**src/rtl/accum_seq.sv**
```systemverilog
// Sums the eight FMULT products of one sample into SEZ (six zero-section terms) and SE (all eight terms).
// out_valid pulses one cycle after WA1 is accepted; no backpressure, so every valid term is consumed.
module accum_seq (
  input  logic        clk,
  input  logic        reset_n,
  input  logic [15:0] wan,
  input  logic        wan_valid,
  input  logic        wan_first,
  output logic [14:0] sez,
  output logic [14:0] se,
  output logic        out_valid,
  output logic        busy
);

  typedef enum logic [1:0] {IDLE, ZERO, POLE, DONE} state_t;

  state_t      state_q, state_d;
  logic [15:0] acc_q, acc_d;
  logic [3:0]  cnt_q, cnt_d;
  logic [14:0] sez_d, se_d;
  logic [15:0] sum;
  logic        start;

  // Modulo-2^16 running sum; carry out is deliberately dropped.
  assign sum   = acc_q + wan;
  assign start = wan_valid & wan_first;

  always_ff @(posedge clk or negedge reset_n) begin
    if (!reset_n) begin
      state_q <= IDLE;
      acc_q   <= '0;
      cnt_q   <= '0;
      sez     <= '0;
      se      <= '0;
    end else begin
      state_q <= state_d;
      acc_q   <= acc_d;
      cnt_q   <= cnt_d;
      sez     <= sez_d;
      se      <= se_d;
    end
  end

  always_comb begin
    state_d = state_q;
    acc_d   = acc_q;
    cnt_d   = cnt_q;
    sez_d   = sez;
    se_d    = se;
    case (state_q)
      IDLE: begin
        if (start) begin
          state_d = ZERO;
          acc_d   = wan;
          cnt_d   = 4'd1;
        end
      end
      ZERO: begin
        if (start) begin
          acc_d = wan;
          cnt_d = 4'd1;
        end else if (wan_valid) begin
          acc_d = sum;
          cnt_d = cnt_q + 4'd1;
          if (cnt_q == 4'd5) begin
            sez_d   = sum[15:1];
            state_d = POLE;
          end
        end
      end
      POLE: begin
        if (start) begin
          state_d = ZERO;
          acc_d   = wan;
          cnt_d   = 4'd1;
        end else if (wan_valid) begin
          acc_d = sum;
          cnt_d = cnt_q + 4'd1;
          // cnt 7 means WA2 already taken, so this term is WA1.
          if (cnt_q == 4'd7) begin
            se_d    = sum[15:1];
            state_d = DONE;
          end
        end
      end
      DONE: begin
        state_d = IDLE;
        if (start) begin
          state_d = ZERO;
          acc_d   = wan;
          cnt_d   = 4'd1;
        end
      end
      default: state_d = IDLE;
    endcase
  end

  assign out_valid = (state_q == DONE);
  assign busy      = (state_q == ZERO) || (state_q == POLE);

endmodule

```
**config.mk**
```make
export PLATFORM = sky130hd
export DESIGN_NAME = accum_seq
export DESIGN_NICKNAME = d
export VERILOG_FILES = /design/src/rtl/accum_seq.sv
export SDC_FILE = /design/constraint.sdc
export NUM_CORES = 1
export LEC_CHECK = 0
export BUFFER_PORTS_ARGS = -buffer_cell sky130_fd_sc_hd__buf_2
export CAP_MARGIN = 20
export CORE_MARGIN = 1
export CORE_UTILIZATION = 36
export DETAILED_ROUTE_END_ITERATION = 8
export SYNTH_ARGS = -nofsm -noshare
export SYNTH_HDL_FRONTEND = slang
export SYNTH_SLANG_ARGS = --single-unit
export TNS_END_PERCENT = 100
```
**constraint.sdc**
```tcl
create_clock -name clk -period 4.4 [get_ports clk]
set_clock_uncertainty 0.05 [all_clocks]
set_input_delay 0.22 -clock clk [delete_from_list [all_inputs] [get_ports clk]]
set_output_delay 0.22 -clock clk [all_outputs]
set_load 0.05 [all_outputs]
```
# Word level (Yosys, flattened, before mapping)
# Index checks and enable logic that the tools add are counted.
word_totals:
  ff_bits: 52
  in_bits: 20
  output_inout_bits: 32
  wordCells: 47
classes:
  add_sub_neg: 2
  n_eq_ne: 13
  mux: 17
  n_bitwise: 2
  reduce_logical: 8
ops:
  columns: ["op", "count"]
  rows:
  - ["$mux 16", 3]
  - ["$pmux 16 s2", 1]
  - ["$add 16x16->16", 1]
  - ["$mux 2", 7]
  - ["$mux 4", 3]
  - ["$eq 4x3->1 const B", 2]
  - ["$ne 2x2->1 const B", 4]
  - ["$pmux 2 s4", 1]
  - ["$pmux 4 s2", 1]
  - ["$reduce_and 4->1", 2]
  - ["$ne 3x3->1 const B", 2]
  - ["$reduce_and 6->1", 1]
  - ["$add 4x1->4 const B", 1]
  - ["$eq 2x2->1 const B", 2]
  - ["$reduce_or 2->1", 2]
  - ["$ne 3x1->1 const B", 1]
  - ["$eq 2x1->1 const B", 1]
  - ["$logic_not 2->1", 1]
  - ["$ne 2x1->1 const B", 1]
  - ["$reduce_and 2->1", 1]
  - ["$and 1x1->1", 1]
  - ["$logic_or 1x1->1", 1]
  - ["$mux 1", 1]
  - ["$not 1->1", 1]

# Logic depth before layout (Yosys ltp)
# Gate-level depths: netlist of the first run.
logic_depth:
  ltp_word: 5
  depth_mapped: 8
  depth_no_buf: 8

# Worst setup path before layout of the first run
# OpenSTA, ideal clock, no wires.
synth_timing:
  kind: "reg2reg"
  start: "reg acc_q[0]"
  end: "reg se[13]"
  setup_ns: 0.128
  arrival_time_ns: 2.127
  required_ns: 4.222
  setup_slack_ns: 2.095
  path_stages_with_launch: 9
  n_path_buf: 0
  synth_period_minus_slack_ns: 2.305
  cell_sequence: "dfrtp_1 ha_1 fa_1 a21o_1 a31oi_2 nor3_2 nor4_1 a311oi_1 mux2_1"
synth_between:
  elab_chain_cells: 1
synth_lines:
  columns: ["element", "line_no", "rtl"]
  rows:
  - ["start, declared", "18", "logic [15:0] acc_q, acc_d;"]
  - ["start signal, assigned", "31", "acc_q <= '0;"]
  - ["start signal, assigned", "37", "acc_q <= acc_d;"]
  - ["$add 16x16->16", "25", "assign sum = acc_q + wan;"]
  - ["end signal, assigned", "34", "se <= '0;"]
  - ["end signal, assigned", "40", "se <= se_d;"]
  - ["end, declared", "10", "output logic [14:0] se,"]
# Every way passes these cells.
# A chain may end at the register's enable or synchronous reset.

# Worst setup path in the final report of the first run
layout_timing:
  start: "reg acc_q[0]"
  end: "reg se[9]"
# Same word-level chain as after synthesis.

==> impl_metrics.env, run 1 <==
export IMPL_drv_cap=0
export IMPL_design_portCount=52
export IMPL_worst_slew_pin_slew_ps=1010
export IMPL_vias=2637
export IMPL_nFillCells=832
export IMPL_dr_pass1_iters=4
export IMPL_hold_end="acc_q[0]$_DFFE_PN0P_"
export IMPL_htreeDepth=2
export IMPL_cp_num_buf_inv=0
export IMPL_area_growth_pct=14.1
export IMPL_synth_area_leaders="dfrtp_1, ha_1, a21oi_1, nand2_1, o21ai_1"
export IMPL_slowest_stage="fa_1"
export IMPL_grt_setup_unrepaired="false"
export IMPL_fin_crit_ps=2600
export IMPL_cp_cell_sequence="ha_1, fa_1, a21o_1, a31oi_2, o31ai_1, a21boi_1, xnor2_1, mux2_1"
export IMPL_grt_usage_pct=17.3
export IMPL_cts_tree="yes"
export IMPL_r2r_cells=8
export IMPL_drt_wl_total_um=7350
export IMPL_tns_ps=0
export IMPL_multi_input_area_mm2=0.00175
export IMPL_crit_path_end_kind="flip-flop"
export IMPL_row_count=33
export IMPL_portBuffers=51
export IMPL_numCtsBuffers=5
export IMPL_grt_pass1_wl_um=11900
export IMPL_finalSetupViolations=0
export IMPL_synth_largest_area_cell="dfrtp_1"
export IMPL_drive_gt1_share_pct=21.5
export IMPL_drcViolationCount=0
export IMPL_ant_nets=0
export IMPL_root_buffer="clkbuf_8"
export IMPL_start_util_pct=37.8
export IMPL_timing_setup_critical_path_class="flip-flop to flip-flop"
export IMPL_cpPeakStageDelay_ps=420
export IMPL_hold_path_class="input pin to flip-flop"
export IMPL_r2r_start="acc_q[0]$_DFFE_PN0P_"
export IMPL_max_slew_margin_pct=32.2
export IMPL_critPathLaunchType="flip-flop"
export IMPL_seqCellArea_mm2=0.00130
export IMPL_crit_family="compound AO/OA/AOI/OAI gates"
export IMPL_initialDrtViolationCount=72
export IMPL_crit_fanout=3
export IMPL_synth_edff_count=0
export IMPL_die_w_um=95.5
export IMPL_grt_antenna_before_repair=0
export IMPL_clkLatencyLatePin_ps=320
export IMPL_critical_path_required_ps=4550
export IMPL_ys_async_sr_fraction_pct=100
export IMPL_cts_resized=0
export IMPL_ir_drop_v=0.000371
export IMPL_synth_top_cell_area_share_pct=41.3
export IMPL_cts_setup_buffers=0
export IMPL_die_area_mm2=0.00913
export IMPL_r2r_end="se[9]$_DFFE_PN0P_"
export IMPL_path_clk_slew_ps=100
export IMPL_grt_remaining_overflow=0
export IMPL_power_uw=2920
export IMPL_core_mm2=0.00834
export IMPL_finalCritPeriodShare_pct=59.1
export IMPL_yosys_warnings=0
export IMPL_cts_sinks=52
export IMPL_synth_ff_type="dfrtp_1"
export IMPL_final_nets=414
export IMPL_ys_ff_latch=52
export IMPL_synthDistinctLibCells=60
export IMPL_synth_fp_nets=371
export IMPL_outcome="finished, final reports clean"
export IMPL_die_h_um=95.5
export IMPL_grt_pass1_vias=2465
export IMPL_grt_max_degree=53
export IMPL_min_delay_start="wan[0]"
export IMPL_cts_buffer_depth=2
export IMPL_finalHoldViolCount=0
export IMPL_power_density_mw_per_mm2=814
export IMPL_crit_arrival_ps=2750
export IMPL_hpwlAfterDp_um=5260
export IMPL_leakagePower_uw=0.00169
export IMPL_synth_area_mm2=0.00315
export IMPL_clock_fmax_ghz=0.384
export IMPL_finalMaxSlewViolations=0
export IMPL_globalplace_congestion=0.877
export IMPL_reg2reg_setup_slack_ps=1800
export IMPL_via_per_inst=5.53
export IMPL_synth_cells=328
export IMPL_antenna_cells=0
export IMPL_synth_avg_cell_area_um2=9.60
export IMPL_holdPathStages=2
export IMPL_ys_seq_area_share_pct=41.3
export IMPL_routedWlPerCell_um=15.4
## worst register-to-register path: stages, from the launching register on
cell	delay, ps
dfrtp_1	410
ha_1	240
fa_1	420
a21o_1	230
a31oi_2	270
o31ai_1	150
a21boi_1	270
xnor2_1	150
mux2_1	300
## layout make-up
cell class,instances,share of cell area [%]
clock inverters,2,1.08
well taps,105,3.66
flip-flops and latches,52,36.2
inverters,8,0.836
repair buffers,53,7.59
multi-input cells,251,48.6
clock buffers,6,2.02
## report_power, final
group          switching, uW  internal (uW)  total [uW]
logic                   1170            605        1770
registers                142            665         807
clock network            172            172         345
total                   1480           1440        2920
## routing by layer
metal	GRT usage, %	vias to the layer above	share of wire [%]
li1	-	1295	-
met1	23.4	1254	49
met2	27.9	75	44
met3	3.11	13	5.1
met4	5.10	0	1.3
met5	0	-	0
## synth_stat cells, types with 2 or more instances
cell,n
a31oi_1,6
a22o_1,6
ha_1,22
a21boi_1,3
and2_1,3
xnor2_1,7
o2bb2ai_1,2
nor2_1,22
mux2_1,7
mux2_2,4
nand2_1,34
a221o_1,4
nand4_1,3
a21o_1,6
xor2_1,5
clkbuf_1,14
a21oi_2,2
a211oi_1,2
nor3_1,3
o21ai_0,12
a2111oi_2,2
inv_1,7
o21a_1,2
nand2b_1,2
nand3_1,10
o21ai_1,19
a31o_2,2
dfrtp_1,52
o22ai_1,6
a21oi_1,27
nor3b_1,3
## layout by cell type (no fill, tap or decap), types with 4 or more instances in the layout
cell type,n
a21o_1,6
a21oi_1,27
a221o_1,4
a22o_1,6
a31oi_1,6
buf_2,51
clkbuf_8,5
dfrtp_1,52
ha_1,22
inv_1,7
mux2_1,7
mux2_2,4
nand2_1,34
nand3_1,10
nor2_1,22
o21ai_0,12
o21ai_1,19
o22ai_1,6
xnor2_1,7
xor2_1,5
## per-stage QoR
stage / hold WS, ps / area [um^2] / instances / setup WS (ps) / utilization (%)
2_1_floorplan: -126 / 3150 / 328 / 2100 / -
3_3_place_gp: 340 / 3470 / 468 / 1670 / 41.6
3_5_place_dp: 347 / 3470 / 468 / 1600 / 41.6
4_1_cts: 101 / 3590 / 477 / 1780 / 43.1
5_1_grt: 106 / 3590 / 477 / 1650 / 43.1
6_report: 108 / 3590 / 477 / 1800 / 43.1
## registers in the layout, summed over array words and instances (netlist names)
register  count
cnt_q         4
se           15
state_q       2
sez          15
acc_q        16
## repair_timing
item                                   in CTS  in global routing
hold buffers                                1                  0
endpoints found under the hold margin       2                  0
setup endpoints to repair                   0                  0
## logic make-up after synthesis
logic type / share of synthesized area, %
AO/OA/AOI/OAI: 24.9
AND/OR/NAND/NOR: 13.9
flip-flops: 41.3
buffers and inverters: 3.26
adder cells (fa/ha/maj): 9.38
XOR/XNOR: 3.34
multiplexers: 3.93
## worst max-delay path by stage
stage | startpoint | end | slack (ps) | cells after the start
3_3_place_gp | wan_valid | sez[0]$_DFFE_PN0P_ | 1670 | 5
6_report | acc_q[0]$_DFFE_PN0P_ | se[9]$_DFFE_PN0P_ | 1800 | 8
3_5_place_dp | wan_valid | sez[9]$_DFFE_PN0P_ | 1600 | 5
5_1_grt | acc_q[0]$_DFFE_PN0P_ | sez[9]$_DFFE_PN0P_ | 1650 | 8
4_1_cts | acc_q[0]$_DFFE_PN0P_ | se[9]$_DFFE_PN0P_ | 1780 | 8
2_1_floorplan | acc_q[0]$_DFFE_PN0P_ | se[13]$_DFFE_PN0P_ | 2100 | 8
Power figures use the tool's default switching activity.
==> inputs of run 2 (changes only) <==
==> constraint.sdc (replaced) <==
create_clock -name clk -period 2.11 [get_ports clk]
set_clock_uncertainty 0.05 [all_clocks]
set_input_delay 0.1055 -clock clk [delete_from_list [all_inputs] [get_ports clk]]
set_output_delay 0.1055 -clock clk [all_outputs]
set_load 0.05 [all_outputs]
==> run 2 against run 1 <==
Net effect:
- the run now ends with setup timing left
- register-to-register slack worse by 2000 ps
- critical endpoint is now se[13]$_DFFE_PN0P_
- non-clock buffer count is 42 higher
- utilization is 6.9 points higher
- combinational power grew to 2.8 times the previous value
==> impl_metrics.env, run 2 (synthesized netlist as in run 1, its figures left out) <==
export IMPL_p_sw_uw=3440
export IMPL_die_area_mm2=0.00913
export IMPL_timing_setup_critical_path_class="flip-flop to flip-flop"
export IMPL_finish_utilization_pct=50.0
export IMPL_routedWlPerCell_um=16.1
export IMPL_antenna_cells=0
export IMPL_finalCritPeriodShare_pct=109
export IMPL_cpPeakStageDelay_ps=400
export IMPL_cp_cell_sequence="ha_2, fa_2, a21o_1, a31oi_4, nor3_4, nor4_2, a311oi_1, mux2_1"
export IMPL_cts_tree="yes"
export IMPL_vias=2795
export IMPL_cts_sinks=52
export IMPL_instances_no_fill=517
export IMPL_min_delay_start="wan[2]"
export IMPL_r2r_cells=8
export IMPL_largest_reg_flops=16
export IMPL_swShare_pct=47.5
export IMPL_design_portCount=52
export IMPL_r2r_end="se[13]$_DFFE_PN0P_"
export IMPL_drcViolationCount=0
export IMPL_clkLatencyLatePin_ps=310
export IMPL_dpl_cell_area_mm2=0.00379
export IMPL_grt_max_degree=29
export IMPL_clock_fmax_ghz=0.435
export IMPL_holdPathStages=3
export IMPL_dr_pass1_iters=4
export IMPL_cts_buffer_depth=2
export IMPL_ant_nets=0
export IMPL_tns_ps=-1550
export IMPL_top_regs="acc_q (16), se (15), sez (15)"
export IMPL_area_growth_pct=32.4
export IMPL_clkPwrFrac_pct=9.1
export IMPL_portBuffers=51
export IMPL_crit_path_end_kind="flip-flop"
export IMPL_p_comb_share_pct=67.5
export IMPL_power_density_mw_per_mm2=1740
export IMPL_dp_cells=506
export IMPL_drt_wl_total_um=8350
export IMPL_finalSetupViolations=12
export IMPL_setup_ws_ps=-188
export IMPL_grt_setup_unrepaired="true"
export IMPL_worst_slew_pin_slew_ps=679
export IMPL_nFillCells=790
export IMPL_p_int_uw=3800
export IMPL_r2r_start="acc_q[0]$_DFFE_PN0P_"
export IMPL_numCtsBuffers=5
export IMPL_globalplace_congestion=0.926
export IMPL_crit_arrival_ps=2430
export IMPL_ir_drop_v=0.000687
export IMPL_power_uw=7240
export IMPL_layout_common_cells="dfrtp_1, buf_2, buf_4"
export IMPL_seqCellArea_mm2=0.00130
export IMPL_drv_cap=0
export IMPL_fin_area_mm2=0.00417
export IMPL_htreeDepth=2
export IMPL_critPathLaunchType="flip-flop"
export IMPL_final_nets=456
export IMPL_start_util_pct=37.8
export IMPL_outcome="finished, violations left"
export IMPL_finalMaxSlewViolations=0
export IMPL_via_per_inst=5.41
export IMPL_reg2reg_setup_slack_ps=-190
export IMPL_die_h_um=95.5
export IMPL_leakagePower_uw=0.00193
export IMPL_critical_path_required_ps=2250
export IMPL_slowest_stage="dfrtp_1"
export IMPL_path_clk_slew_ps=100
export IMPL_grt_pass1_vias=2808
export IMPL_hold_path_class="input pin to flip-flop"
export IMPL_crit_fanout=4
export IMPL_drive_gt1_share_pct=36.9
export IMPL_grt_antenna_before_repair=0
export IMPL_hold_end="acc_q[2]$_DFFE_PN0P_"
export IMPL_max_slew_margin_pct=54.7
export IMPL_core_mm2=0.00834
export IMPL_row_count=33
export IMPL_grt_pass1_wl_um=13500
export IMPL_p_seq_share_pct=23.3
export IMPL_hpwlAfterDp_um=6010
export IMPL_violations="setup timing"
export IMPL_grt_remaining_overflow=0
export IMPL_root_buffer="clkbuf_8"
export IMPL_fin_crit_ps=2300
export IMPL_finalHoldViolCount=0
export IMPL_multi_input_area_mm2=0.00201
export IMPL_initialDrtViolationCount=92
export IMPL_grt_usage_pct=19.3
export IMPL_regMostFlops="acc_q"
export IMPL_die_w_um=95.5
## run 2: how the worst max path moves through the flow
stage                         startpoint                  end  slack (ps)  depth (start not counted)
global route        acc_q[0]$_DFFE_PN0P_   se[13]$_DFFE_PN0P_        -300                          8
detailed placement  acc_q[4]$_DFFE_PN0P_  sez[11]$_DFFE_PN0P_        -180                          7
CTS                 acc_q[0]$_DFFE_PN0P_  sez[11]$_DFFE_PN0P_        -170                          8
floorplan           acc_q[0]$_DFFE_PN0P_  sez[11]$_DFFE_PN0P_         -20                          8
global placement    acc_q[4]$_DFFE_PN0P_   se[11]$_DFFE_PN0P_        -130                          7
finish              acc_q[0]$_DFFE_PN0P_   se[13]$_DFFE_PN0P_        -190                          8
## run 2: power groups by stage
stage	clock network [uW]	registers (uW)	logic, uW
2_1_floorplan	0	2290	2340
3_3_place_gp	0	1670	4140
3_5_place_dp	0	1680	4240
4_1_cts	683	1670	4630
5_1_grt	716	1750	5320
6_report	661	1690	4890
## run 2: final cells by class
type / instances / share of cell area, %
multi-input combinational: 251 / 48.1
sequential: 52 / 31.2
clock inverter: 1 / 0.720
tap: 105 / 3.15
inverter: 8 / 0.720
timing repair buffer: 95 / 14.4
clock buffer: 5 / 1.65
## run 2: repair_timing
action                                  in CTS  in global routing
hold buffers                                 1                  0
endpoints found under the hold margin       27                  0
endpoints found under the setup margin      19                 33
buffers inserted                             2                  2
pin swaps                                   11                 20
gates resized for setup                     24                 20
## run 2: layer usage
layer | GRT usage [%] | vias to the layer above | share of wire, %
li1 | - | 1366 | -
met2 | 34.2 | 45 | 51
met1 | 23.9 | 1368 | 44
met5 | 0 | - | 0
met4 | 6.47 | 0 | 2.2
met3 | 2.95 | 16 | 2.9
## run 2: worst max-delay path: cells and delay by family (launching register included)
family / cells / cell delay (ps)
multiplexers: 1 / 310
AND/OR/NAND/NOR: 2 / 330
AO/OA/AOI/OAI: 3 / 560
flip-flops: 1 / 400
adder cells (fa/ha/maj): 2 / 540
## run 2: metrics by stage
step                      hold WS, ps  worst slack [ps]
final                            19.9              -188
after global routing             28.0              -297
after CTS                        9.88              -168
after detailed placement          130              -181
after global placement            124              -126
after floorplan                  -240             -21.2
